<file path="src/rtl/morra_pkg.sv">
// Shared constants for the Morra match driver: game codes, FSM states, LFSR tap mask.
package morra_pkg;

  localparam logic [1:0] NO_MOVE  = 2'b00;
  localparam logic [1:0] ROCK     = 2'b01;
  localparam logic [1:0] PAPER    = 2'b10;
  localparam logic [1:0] SCISSORS = 2'b11;

  localparam logic [1:0] INVALID = 2'b00;
  localparam logic [1:0] PLAYER1 = 2'b01;
  localparam logic [1:0] PLAYER2 = 2'b10;
  localparam logic [1:0] NONE    = 2'b11;

  localparam logic [1:0] NOT_ENDED = 2'b00;
  localparam logic [1:0] P1_WINNER = 2'b01;
  localparam logic [1:0] P2_WINNER = 2'b10;
  localparam logic [1:0] DRAW      = 2'b11;

  typedef enum logic [1:0] {
    StIdle  = 2'd0,
    StSetup = 2'd1,
    StPlay  = 2'd2,
    StDone  = 2'd3
  } state_e;

  // Right-shift Galois toggle mask for x^8+x^6+x^5+x^4+1.
  localparam logic [7:0] LFSR_MASK = 8'hB8;
  localparam logic [7:0] LFSR_INIT = 8'h01;
  localparam logic [4:0] MAX_PLAYS = 5'd31;
  localparam logic [3:0] MAX_WINS  = 4'd15;

  function automatic logic [1:0] legal_move(input logic [1:0] raw, input logic allow_nomove);
    if (!allow_nomove && raw == NO_MOVE) begin
      return ROCK;
    end
    return raw;
  endfunction

endpackage

</file>
<file path="src/rtl/morra_lfsr8.sv">
// 8-bit right-shifting Galois LFSR with seed load; a zero seed is forced to 8'h01.
module morra_lfsr8 import morra_pkg::*; (
  input  logic       clk,
  input  logic       rst_n,
  input  logic       load,
  input  logic       step,
  input  logic [7:0] seed,
  output logic [7:0] value
);

  logic [7:0] lfsr_q, lfsr_d;

  always_comb begin
    lfsr_d = lfsr_q;
    if (load) begin
      lfsr_d = (seed == 8'h00) ? LFSR_INIT : seed;
    end else if (step) begin
      lfsr_d = (lfsr_q >> 1) ^ (lfsr_q[0] ? LFSR_MASK : 8'h00);
    end
  end

  always_ff @(posedge clk or negedge rst_n) begin
    if (!rst_n) begin
      lfsr_q <= LFSR_INIT;
    end else begin
      lfsr_q <= lfsr_d;
    end
  end

  assign value = lfsr_q;

endmodule

</file>
<file path="src/rtl/morra_match_driver.sv">
// Drives one Morra match against the game block: config cycle, pseudo-random moves,
// win/play bookkeeping, and completion on a winner or after 31 plays.
module morra_match_driver import morra_pkg::*; (
  input  logic       clk,
  input  logic       rst_n,
  input  logic       start,
  input  logic [3:0] cfg_len,
  input  logic [7:0] seed_p1,
  input  logic [7:0] seed_p2,
  input  logic       allow_nomove,
  output logic       INIZIA,
  output logic [1:0] PRIMO,
  output logic [1:0] SECONDO,
  input  logic [1:0] MANCHE,
  input  logic [1:0] PARTITA,
  output logic       busy,
  output logic       done,
  output logic [1:0] result,
  output logic       timeout,
  output logic [3:0] p1_wins,
  output logic [3:0] p2_wins,
  output logic [4:0] plays_sent
);

  state_e     state_q, state_d;
  logic       inizia_q, inizia_d;
  logic [1:0] primo_q, primo_d;
  logic [1:0] secondo_q, secondo_d;
  logic [1:0] result_q, result_d;
  logic       timeout_q, timeout_d;
  logic [3:0] p1_wins_q, p1_wins_d;
  logic [3:0] p2_wins_q, p2_wins_d;
  logic [4:0] plays_q, plays_d;
  logic       lfsr_load, lfsr_step;
  logic [7:0] lfsr_p1, lfsr_p2;

  morra_lfsr8 u_lfsr_p1 (
    .clk   (clk),
    .rst_n (rst_n),
    .load  (lfsr_load),
    .step  (lfsr_step),
    .seed  (seed_p1),
    .value (lfsr_p1)
  );

  morra_lfsr8 u_lfsr_p2 (
    .clk   (clk),
    .rst_n (rst_n),
    .load  (lfsr_load),
    .step  (lfsr_step),
    .seed  (seed_p2),
    .value (lfsr_p2)
  );

  // Game outputs are next-state values registered at the edge that enters each cycle.
  always_comb begin
    state_d   = state_q;
    inizia_d  = 1'b0;
    primo_d   = NO_MOVE;
    secondo_d = NO_MOVE;
    result_d  = result_q;
    timeout_d = timeout_q;
    p1_wins_d = p1_wins_q;
    p2_wins_d = p2_wins_q;
    plays_d   = plays_q;
    lfsr_load = 1'b0;
    lfsr_step = 1'b0;

    unique case (state_q)
      StIdle: begin
        if (start) begin
          state_d   = StSetup;
          inizia_d  = 1'b1;
          primo_d   = cfg_len[3:2];
          secondo_d = cfg_len[1:0];
          lfsr_load = 1'b1;
          result_d  = NOT_ENDED;
          timeout_d = 1'b0;
          p1_wins_d = '0;
          p2_wins_d = '0;
          plays_d   = '0;
        end
      end
      StSetup: begin
        state_d   = StPlay;
        primo_d   = legal_move(lfsr_p1[1:0], allow_nomove);
        secondo_d = legal_move(lfsr_p2[1:0], allow_nomove);
        lfsr_step = 1'b1;
      end
      StPlay: begin
        if (plays_q != MAX_PLAYS) begin
          plays_d = plays_q + 5'd1;
        end
        if (MANCHE == PLAYER1 && p1_wins_q != MAX_WINS) begin
          p1_wins_d = p1_wins_q + 4'd1;
        end
        if (MANCHE == PLAYER2 && p2_wins_q != MAX_WINS) begin
          p2_wins_d = p2_wins_q + 4'd1;
        end
        if (PARTITA != NOT_ENDED) begin
          state_d  = StDone;
          result_d = PARTITA;
        end else if (plays_d == MAX_PLAYS) begin
          state_d   = StDone;
          result_d  = NOT_ENDED;
          timeout_d = 1'b1;
        end else begin
          primo_d   = legal_move(lfsr_p1[1:0], allow_nomove);
          secondo_d = legal_move(lfsr_p2[1:0], allow_nomove);
          lfsr_step = 1'b1;
        end
      end
      StDone: begin
        state_d = StIdle;
      end
      default: begin
        state_d = StIdle;
      end
    endcase
  end

  always_ff @(posedge clk or negedge rst_n) begin
    if (!rst_n) begin
      state_q   <= StIdle;
      inizia_q  <= 1'b0;
      primo_q   <= NO_MOVE;
      secondo_q <= NO_MOVE;
      result_q  <= NOT_ENDED;
      timeout_q <= 1'b0;
      p1_wins_q <= '0;
      p2_wins_q <= '0;
      plays_q   <= '0;
    end else begin
      state_q   <= state_d;
      inizia_q  <= inizia_d;
      primo_q   <= primo_d;
      secondo_q <= secondo_d;
      result_q  <= result_d;
      timeout_q <= timeout_d;
      p1_wins_q <= p1_wins_d;
      p2_wins_q <= p2_wins_d;
      plays_q   <= plays_d;
    end
  end

  assign INIZIA     = inizia_q;
  assign PRIMO      = primo_q;
  assign SECONDO    = secondo_q;
  assign busy       = (state_q != StIdle);
  assign done       = (state_q == StDone);
  assign result     = result_q;
  assign timeout    = timeout_q;
  assign p1_wins    = p1_wins_q;
  assign p2_wins    = p2_wins_q;
  assign plays_sent = plays_q;

endmodule

</file>
<file path="config.mk">
export PLATFORM = sky130hd
export DESIGN_NAME = morra_match_driver
export DESIGN_NICKNAME = d
export VERILOG_FILES = /design/src/rtl/morra_pkg.sv /design/src/rtl/morra_lfsr8.sv /design/src/rtl/morra_match_driver.sv
export SDC_FILE = /design/constraint.sdc
export NUM_CORES = 1
export LEC_CHECK = 0
export ABC_AREA = 1
export ABC_CLOCK_PERIOD_IN_PS = 2520
export BUFFER_PORTS_ARGS = -buffer_cell sky130_fd_sc_hd__buf_4
export CAP_MARGIN = 40
export CORE_MARGIN = 4
export CORE_UTILIZATION = 54
export CTS_CLUSTER_SIZE = 28
export DETAILED_ROUTE_END_ITERATION = 8
export MAX_ROUTING_LAYER = met4
export PLACE_DENSITY_LB_ADDON = 0.05
export SLEW_MARGIN = 20
export SYNTH_ARGS = -nofsm -noshare
export SYNTH_HDL_FRONTEND = slang
export SYNTH_SLANG_ARGS = --single-unit
export TNS_END_PERCENT = 1
</file>
<file path="constraint.sdc">
create_clock -name clk -period 2.52 [get_ports clk]
set_input_delay 0 -clock clk [delete_from_list [all_inputs] [get_ports clk]]
set_output_delay 0 -clock clk [all_outputs]
set_load 0.02 [all_outputs]
</file>
* Word-level counts from Yosys, hierarchy flattened
Cells that the tools add are included.
** Storage, ports and cells
- Output and inout bits :: 23
- Bits in registers :: 39
- Word-level logic and storage cells :: 109
- Input bits :: 28
** Operators by class
- Add/subtract/negate cells :: 3
- Bitwise logic cells :: 2
- Muxes and demuxes :: 58
- Equal/unequal tests :: 15
- Reduce and logical (&&, ||, !) cells :: 20
** Operators with widths (number)
- 8-bit two-way mux :: 8
- 2-bit two-way mux :: 18
- 1-bit two-way mux :: 17
- 8-bit zero test :: 2
- 4-bit case mux with 2 select lines :: 2
- 7-bit by 8-bit bitwise XOR with 8-bit output :: 2
- 5-bit two-way mux :: 3
- 4-bit two-way mux :: 3
- 2-bit case mux with 3 select lines :: 2
- 2-bit != test (second input constant) :: 5
- 5-bit case mux with 2 select lines :: 1
- 3-bit AND reduction :: 3
- 4-bit by 1-bit adder with 4-bit output (second input constant) :: 2
- 4-bit != test (second input constant) :: 2
- 2-bit case mux with 4 select lines :: 1
- 2-bit nonzero test :: 4
- 2-bit == test (second input constant) :: 3
- 2-bit zero test :: 3
- 5-bit by 1-bit adder with 5-bit output (second input constant) :: 1
- 5-bit == test (second input constant) :: 1
- 5-bit != test (second input constant) :: 1
- 2-bit by 1-bit == test with 1-bit output (second input constant) :: 2
- 1-bit logical AND :: 4
- 1-bit case mux with 2 select lines :: 2
- 5 further kinds :: 6

* Logic depth before layout (Yosys ltp)
Gate-level depths: netlist of run 1.
- Depth in word-level cells :: 11
- Mapped depth :: 15
- Mapped depth without buffers :: 14

* Hierarchy
A second synthesis of run 1 with hierarchy kept.
** Unflattened totals
- Cell total of the unflattened synthesis :: 252
- Area, all modules :: 2143.3 um^2
** By module, submodules not included
- morra_match_driver :: instances 1, cells an instance 154, area each 1290.0 um^2, seq. area each 575.6 um^2
- morra_lfsr8 :: instances 2, cells an instance 49, area each 426.7 um^2, seq. area each 201.4 um^2

* Worst setup path after synthesis of run 1
Ideal clock, no wire load.
- Path kind :: register to register
- Start :: register plays_q[0] (netlist: plays_sent[0])
- End :: register u_lfsr_p1.lfsr_q[3] (netlist: u_lfsr_p1.value[3])
- Slack :: 0.625 ns
- Period minus slack after synthesis :: 1.895 ns
- Buffers on the path :: 1
- Library setup time :: 0.116 ns
- Data required time :: 2.404 ns
- Stages on the path, launching flop included :: 14
- Arrival time :: 1.779 ns
- Path through :: dfrtp_1 ha_1 nand4_1 nand2_1 nand2_1 nor2_2 nand2_2 nand2_4 nand2_8 nand2_8 nand2_8 buf_12 nand2_4 nand2_2
** On the way
- Longest elaborated chain between the ends :: 8
- Elaborated cells on any way between the ends :: 9
- Those cells by class :: add/sub: 1; eq/ne: 2; mux: 5; reduce/logical: 1
** RTL lines
- from (decl) :: line morra_match_driver.sv:33 : logic [4:0] plays_q, plays_d;
- from (signal assigned) :: line morra_match_driver.sv:142 : plays_q <= plays_d;
- 5-bit by 1-bit adder with 5-bit output or 5-bit != test (tied branches) :: line morra_match_driver.sv:92, morra_match_driver.sv:91
- 5-bit two-way mux * :: line morra_match_driver.sv:91 : if (plays_q != MAX_PLAYS) begin
- 5-bit two-way mux * :: line morra_match_driver.sv:69 : unique case (state_q)
- 5-bit == test * :: line morra_match_driver.sv:103 : end else if (plays_d == MAX_PLAYS) begin
- 1-bit two-way mux * :: line morra_match_driver.sv:103
- 1-bit two-way mux * :: line morra_match_driver.sv:100 : if (PARTITA != NOT_ENDED) begin
- 1-bit case mux with 2 select lines * :: line morra_match_driver.sv:69
- 2-bit nonzero test (no line) *
- to (signal assigned) :: line morra_lfsr8.sv:26 : lfsr_q <= lfsr_d;
- to (decl) :: line morra_lfsr8.sv:11 : logic [7:0] lfsr_q, lfsr_d;
Every way passes the cells marked *; elsewhere a longest branch is shown, timed or not. The select of a mux whose other input is x is not followed.
A chain may end at the register's enable or synchronous reset.

* Worst setup path in the final report of run 1
- Start :: register plays_q[0] (netlist: plays_sent[0])
- End :: register u_lfsr_p2.lfsr_q[5] (netlist: u_lfsr_p2.value[5])
** On the way
- Longest elaborated chain between the ends :: 8
- Elaborated cells on any way between the ends :: 9
- Those cells by class :: add/sub: 1; eq/ne: 2; mux: 5; reduce/logical: 1
** RTL lines (line)
- 5-bit by 1-bit adder with 5-bit output or 5-bit != test (tied branches) :: morra_match_driver.sv:92, morra_match_driver.sv:91
- 5-bit two-way mux * :: morra_match_driver.sv:91
- 5-bit two-way mux * :: morra_match_driver.sv:69
- 5-bit == test * :: morra_match_driver.sv:103
- 1-bit two-way mux * :: morra_match_driver.sv:103
- 1-bit two-way mux * :: morra_match_driver.sv:100
- 1-bit case mux with 2 select lines * :: morra_match_driver.sv:69
- 2-bit nonzero test (no line) *
- to (signal assigned) :: morra_lfsr8.sv:26
- to (decl) :: morra_lfsr8.sv:11
Marked as above.

==> results of run 1 <==
[cells by family (layout without fill, tap and decap cells)]
family                     Yosys count  count (layout)  synth area share (%)
AOI/OAI and AO/OA                   38              38                  9.41
DFF                                 39              39                  42.5
and+or+nand+nor                    150             150                  34.8
adders and majority gates            8               8                  4.35
xor gates and xnor gates             7               7                  2.67
buffers and inverters               32              88                  6.20
[routing by layer]
| layer | wire (microns) | track usage [%] | vias up |
|---|---|---|---|
| li1 | - | - | 1006 |
| met4 | 48 | 6.76 | 0 |
| met2 | 2380 | 33.1 | 43 |
| met1 | 2310 | 27.2 | 909 |
| met5 | 0 | - | - |
| met3 | 211 | 3.56 | 5 |
[cells in the mapped netlist (all sizes together)]
| cell type | count |
|---|---|
| a211oi | 1 |
| a21oi | 10 |
| a22o | 1 |
| a31oi | 2 |
| a32o | 1 |
| buf | 6 |
| clkbuf | 4 |
| dfrtp | 37 |
| dfstp | 2 |
| ha | 8 |
| inv | 22 |
| nand2 | 103 |
| nand3 | 22 |
| nand4 | 2 |
| nor2 | 12 |
| nor3 | 5 |
| nor3b | 3 |
| nor4 | 3 |
| o21ai | 16 |
| o21bai | 1 |
| o22ai | 4 |
| o31ai | 2 |
| xnor2 | 7 |
[through the flow]
| step | util, % | std cells | instance area, sq um |
|---|---|---|---|
| detailed placement | 66.5 | 367 | 2700 |
| floorplan | - | 274 | 2300 |
| global placement | 66.5 | 367 | 2700 |
| finish | 70.6 | 380 | 2860 |
| global route | 70.6 | 380 | 2860 |
| CTS | 70.6 | 380 | 2860 |
[final cells by class]
cell class,instances,area (sq um)
flip-flops and latches,39,978
clock inverters,3,43.8
inverters,22,82.6
multi-input cells,203,1180
well taps,50,62.6
fillers,339,1190
clock buffers,5,68.8
repair buffers,58,448
[final timing paths]
kind / start / endpoint / depth (start not counted)
max: plays_sent[0] / u_lfsr_p2.value[5] / 12
min: cfg_len[0] / SECONDO[0] / 3
max reg2reg: plays_sent[0] / u_lfsr_p2.value[5] / 12
min reg2reg: result[1] / result[1] / 2
max in group asynchronous: rst_n / u_lfsr_p2.value[0] / 2
min in group asynchronous: rst_n / plays_sent[2] / 2
[registers in the layout, indices dropped and copies added, names as in the netlist]
signal	flops
result	2
timeout	1
PRIMO	2
u_lfsr_p1.value	8
p2_wins	4
plays_sent	5
INIZIA	1
SECONDO	2
state_q	2
p1_wins	4
u_lfsr_p2.value	8
[worst max-delay path, delay by kind of cell (launching register included)]
kind                     cells  cell delay, ns
flip-flops                   1            0.46
AND/OR/NAND/NOR             11            1.24
adder cells (fa/ha/maj)      1            0.23
[power by group]
group	total, mW	internal (mW)	switching (mW)	leakage, nW
Clock	0.517	0.295	0.223	0.0581
Combinational	1.87	0.711	1.16	0.933
Sequential	1.09	0.876	0.210	0.503
Total	3.47	1.88	1.59	1.49
[what timing repair did]
action                                  4_1_cts  5_1_grt
hold buffers                                  5        0
hold endpoints to repair                     41        0
setup buffers                                 0        0
endpoints found under the setup margin        0        0
==> reports/metrics.cfg, run 1 <==
[logic_synthesis]
synth.top_cell.area_share_pct=40.3
syn_area_per_cell_sq_um=8.39
top_area_cells_in_the_synthesized_netlist=dfrtp_1, nand2_1, nand2_4, nand3_1, ha_1
synthesis.nets=310
synth_cell_types=33
netlist_area_sq_um=2300
post_synth_inst_count=274
post-synth-top-area-cell=dfrtp_1
yosys_warnings=0
ys_ff_latch=39
synth-seq-area-share_pct=42.5

[global_routing]
grt.total_usage_pct=20.9
global_route_wire_length_before_repair_mm=8.57
grt_start_max_net_pins=40
first_global_vias=1917
grt-ovfl-total=0
number_of_antenna_violations_at_the_first_check_in_global_routing=0

[sta]
finalSetupTns_ns=0
final_hold_slack_ns=0.00748
setup_viol=0
report.final.slew_viol_count=0
post-route-period-util_pct=81.2
clock_skew_ns=0.00724
final_hold_viol_count=0
worst_slew_pin_slew_ns=0.484
grt_setup_unrepaired=false
finalWorstSetupSlack_ns=0.475
achievable_frequency_ghz=0.489
period_minus_slack_ns=2.05
max-slew-margin-rel_pct=67.7

[worst_setup_path]
worst_ep_arrival_time_ns=2.23
crit_top_cell=nand2_1
worst_path_largest_cell_delay_ns=0.46
worstPathCellList=ha_1, nand4_1, nand2_1, nand2_1, nor2_1, nand2_2, nand2_4, nand2_8, nand2_8, nand2_8, nand2_1, nand2_1
timing.critical_path.to_type=register
critPathSlowestCell=dfrtp_1
critical_path_class=register to register
r2r_slack_ns=0.47
critical_path_required_time_ns=2.70
critical_path_peak_fanout=17
critPathLaunchType=register

[cts]
ctsHtreeMaxLevel=2
root_buffer=clkbuf_8
clock_sink_count=39
cts_max_path_buffers=2
cts_tree=done
clock_pin_slew_worst_setup_and_hold_paths_ns=0.08
worst_skew_pair.late_latency_ns=0.29
num_cts_buffers=5
cts.repair.resized=0

[drt]
drtAntennaViolNets=0
drtIter0Drc=99
drt_first_pass_iters=4
drt_wl_total_mm=4.95
route.detailed.wl_per_inst_microns=13.0
detail_route.vias_per_cell=5.17
vias=1963
drc_errors=0

[pwr]
p_total_mw=3.47
power_density_nw_per_um2=1210
static-leakage-power_nw=1.49
ir_drop_mv=0.766

[cells_and_area]
post_route_cells_drive_above_1_share_pct=28.2
area_growth_pct=24.5
num-nets-final=365
antennaDiodeCount=0
mostFrequentLayoutCells=nand2_1, buf_4, dfrtp_1
mostFrequentLayoutCell=nand2_1

[worst_hold_path]
hold_path.class=primary input to register

[die]
core-area_sq_um=4060
num_io_pins=51
die_w_microns=73.3
rows=23
design.die.area_sq_um=5370
die_h_microns=73.3
start_util_pct=56.7

[status]
outcome=finished, final reports clean

[place]
portBuffers=50
dpl.hpwl_mm=3.62
weighted_congestion_reported_at_the_end_of_routability_driven_placement=0.908
post-place-ws_ns=0.480

[job]
drv_cap=0

No activity file was read; power rests on OpenSTA's default activity.
==> run 2: changes to the inputs <==
--- a/config.mk
+++ b/config.mk
@@ -6,11 +6,11 @@
 export NUM_CORES = 1
 export LEC_CHECK = 0
 export ABC_AREA = 1
-export ABC_CLOCK_PERIOD_IN_PS = 2520
+export ABC_CLOCK_PERIOD_IN_PS = 1700
 export BUFFER_PORTS_ARGS = -buffer_cell sky130_fd_sc_hd__buf_4
 export CAP_MARGIN = 40
 export CORE_MARGIN = 4
-export CORE_UTILIZATION = 54
+export CORE_UTILIZATION = 49
 export CTS_CLUSTER_SIZE = 28
 export DETAILED_ROUTE_END_ITERATION = 8
 export MAX_ROUTING_LAYER = met4
==> constraint.sdc (replaced) <==
create_clock -name clk -period 1.7 [get_ports clk]
set_input_delay 0 -clock clk [delete_from_list [all_inputs] [get_ports clk]]
set_output_delay 0 -clock clk [all_outputs]
set_load 0.02 [all_outputs]
==> run 2 against run 1 <==
Against the previous run:
- the flow now finishes with violations (negative setup slack)
- via count increased by 5.5%
- setup slack lost 0.50 ns
- combinational power up 81%
- design area is 9.4% higher
- non-clock buffer count increased by 15
- routed wire length grew 9.9%
- clock power increased by 55%
- worst hold slack worse by 0.0013 ns
- clock skew decreased by 0.0010 ns
- sequential cell count unchanged
- critical path type unchanged
- largest power group unchanged
==> reports/metrics.cfg, run 2 (synthesis gave the netlist of run 1 again) <==
[pwr]
power_density_nw_per_um2=1850  ; +52%
ir_drop_mv=1.09  ; +42%
static-leakage-power_nw=1.60  ; +7.3%
p_total_mw=5.79  ; +67%

[worst_setup_path]
crit_buf_inv=0  ; unchanged
worst_path_largest_cell_delay_ns=0.39  ; -0.07 ns
timing.critical_path.to_type=register
r2r-end=u_lfsr_p1.value[3]
reg2reg_depth=12  ; unchanged
timing.critical_path.max_delay_family=simple AND/OR/NAND/NOR gates
r2r_slack_ns=-0.02  ; -0.50 ns
critical_path_class=register to register
critPathSlowestCell=dfrtp_2
critical_path_peak_fanout=8  ; -9
worstPathCellList=ha_4, nand4_1, nand2_1, nand2_1, nor2_2, nand2_2, nand2_4, nand2_8, nand2_8, nand2_8, nand2_4, nand2_2
worst_ep_arrival_time_ns=1.91  ; -0.32 ns
critPathLaunchType=register
crit_top_cell=nand2_8
critical_path_required_time_ns=1.88  ; -0.82 ns
worstReg2RegStart=plays_sent[0]

[job]
drv_cap=0  ; unchanged

[sta]
final_hold_viol_count=0  ; unchanged
achievable_frequency_ghz=0.580  ; +19%
worst_slew_pin_slew_ns=0.491  ; +0.00716 ns
finalWorstSetupSlack_ns=-0.0228  ; -0.498 ns
post-route-period-util_pct=101  ; +20 points
max-slew-margin-rel_pct=67.3  ; -0.48 points
clock_skew_ns=0.00620  ; -0.00104 ns
report.final.slew_viol_count=0  ; unchanged
finalSetupTns_ns=-0.210  ; -0.210 ns
period_minus_slack_ns=1.72  ; -0.322 ns
setup_viol=14  ; +14
grt_setup_unrepaired=true

[drt]
drtAntennaViolNets=0  ; unchanged
drc_errors=0  ; unchanged
drt_wl_total_mm=5.44  ; +9.9%
detail_route.vias_per_cell=5.20  ; +0.68%
drt_first_pass_iters=6  ; +2
vias=2070  ; +5.5%
drtIter0Drc=105  ; +6.1%
route.detailed.wl_per_inst_microns=13.7  ; +4.9%

[cts]
ctsHtreeMaxLevel=2  ; unchanged
clock_pin_slew_worst_setup_and_hold_paths_ns=0.08  ; about the same
root_buffer=clkbuf_8
cts_tree=done
worst_skew_pair.late_latency_ns=0.29  ; about the same
num_cts_buffers=5  ; unchanged
clock_sink_count=39  ; unchanged
cts_max_path_buffers=2  ; unchanged

[cells_and_area]
multi_input_comb_area_sq_um=1290  ; +9.2%
mostFrequentLayoutCell=nand2_1
final_cell_area_sq_um=3130  ; +9.4%
area_growth_pct=36.2
mostFrequentLayoutCells=nand2_1, buf_4, dfrtp_1
num-nets-final=381  ; +4.4%
final.fill_count=351  ; +3.5%
post_route_cells_drive_above_1_share_pct=38.2  ; +10 points
antennaDiodeCount=0  ; unchanged
sequential_cell_area_sq_um=981  ; +0.26%

[die]
die_w_microns=76.5  ; +4.4%
core-area_sq_um=4440  ; +9.5%
design.die.area_sq_um=5850  ; +9.1%
num_io_pins=51  ; unchanged
rows=24  ; +4.3%
start_util_pct=51.7  ; -4.9 points
die_h_microns=76.5  ; +4.4%

[worst_hold_path]
worstHoldPathCells=5  ; +2
hold_end=u_lfsr_p2.value[2]
hold_path.class=primary input to register
hp-start=seed_p2[2]

[status]
failing_checks=negative setup slack
outcome=finished, violations left

[global_routing]
grt-ovfl-total=0  ; unchanged
grt_start_max_net_pins=40  ; unchanged
global_route_wire_length_before_repair_mm=9.06  ; +5.7%
first_global_vias=1894  ; -1.2%
number_of_antenna_violations_at_the_first_check_in_global_routing=0  ; unchanged
grt.total_usage_pct=19.3  ; -1.6 points

[place]
weighted_congestion_reported_at_the_end_of_routability_driven_placement=0.835  ; -8.0%
dpl.hpwl_mm=3.92  ; +8.2%
portBuffers=50  ; unchanged
post_place_cell_area_sq_um=2860  ; +5.7%

-- run 2: report_power, final --
part	leakage [nW]	internal, mW	switching, mW
Sequential	0.500	1.30	0.298
Combinational	1.04	1.43	1.96
Clock	0.0612	0.475	0.326
Total	1.60	3.21	2.58
-- run 2: stage by stage --
stage	util (%)	setup slack, ns	hold slack [ns]	instances
after detailed placement	64.2	-0.0482	0.00243	382
after floorplan	-	-0.0708	-0.296	274
after CTS	68.9	-0.000423	0.00593	397
after global placement	64.2	0.00253	0.00641	382
final	70.5	-0.0228	0.00620	398
after global routing	70.5	-0.153	0.00329	398
-- run 2: routing by layer --
metal  up-vias  track usage [%]  part of all wire, %
met5         -                -                    0
met4         0             4.89                  1.4
met3         8             3.90                  5.4
met2        65             28.6                   48
met1       958             26.9                   45
li1       1039                -                    -
-- run 2: worst register-to-register path: cells and delay by family, from the launching register on --
| kind | cells | cell delay [ns] |
|---|---|---|
| AND/OR/NAND/NOR | 11 | 1.08 |
| adder cells (fa/ha/maj) | 1 | 0.15 |
| flip-flops | 1 | 0.39 |
-- run 2: how the worst max path moves through the flow --
stage | cells after the start | slack, ns | from | to
2_1_floorplan | 13 | -0.07 | plays_sent[0] | u_lfsr_p1.value[3]
3_3_place_gp | 12 | 0.003 | plays_sent[1] | u_lfsr_p2.value[1]
3_5_place_dp | 13 | -0.05 | plays_sent[1] | u_lfsr_p2.value[5]
4_1_cts | 12 | -0.0004 | plays_sent[1] | u_lfsr_p2.value[6]
5_1_grt | 12 | -0.15 | plays_sent[0] | u_lfsr_p2.value[3]
6_report | 12 | -0.02 | plays_sent[0] | u_lfsr_p1.value[3]
-- run 2: what timing repair did --
| item | CTS | global route |
|---|---|---|
| endpoints found under the hold margin | 41 | 0 |
| hold buffers | 5 | 0 |
| gates resized for setup | 5 | 18 |
| setup buffers | 1 | 1 |
| pin swaps | 5 | 7 |
| cloned | 1 | 0 |
| setup endpoints to repair | 18 | 29 |
-- run 2: cell type report --
cell class	instances	share of cell area, %
multi-input combinational	204	41.1
sequential	39	31.3
timing repair buffer	73	19.1
clock buffer	6	2.64
inverter	22	2.64
tap	52	2.08
clock inverter	2	1.12
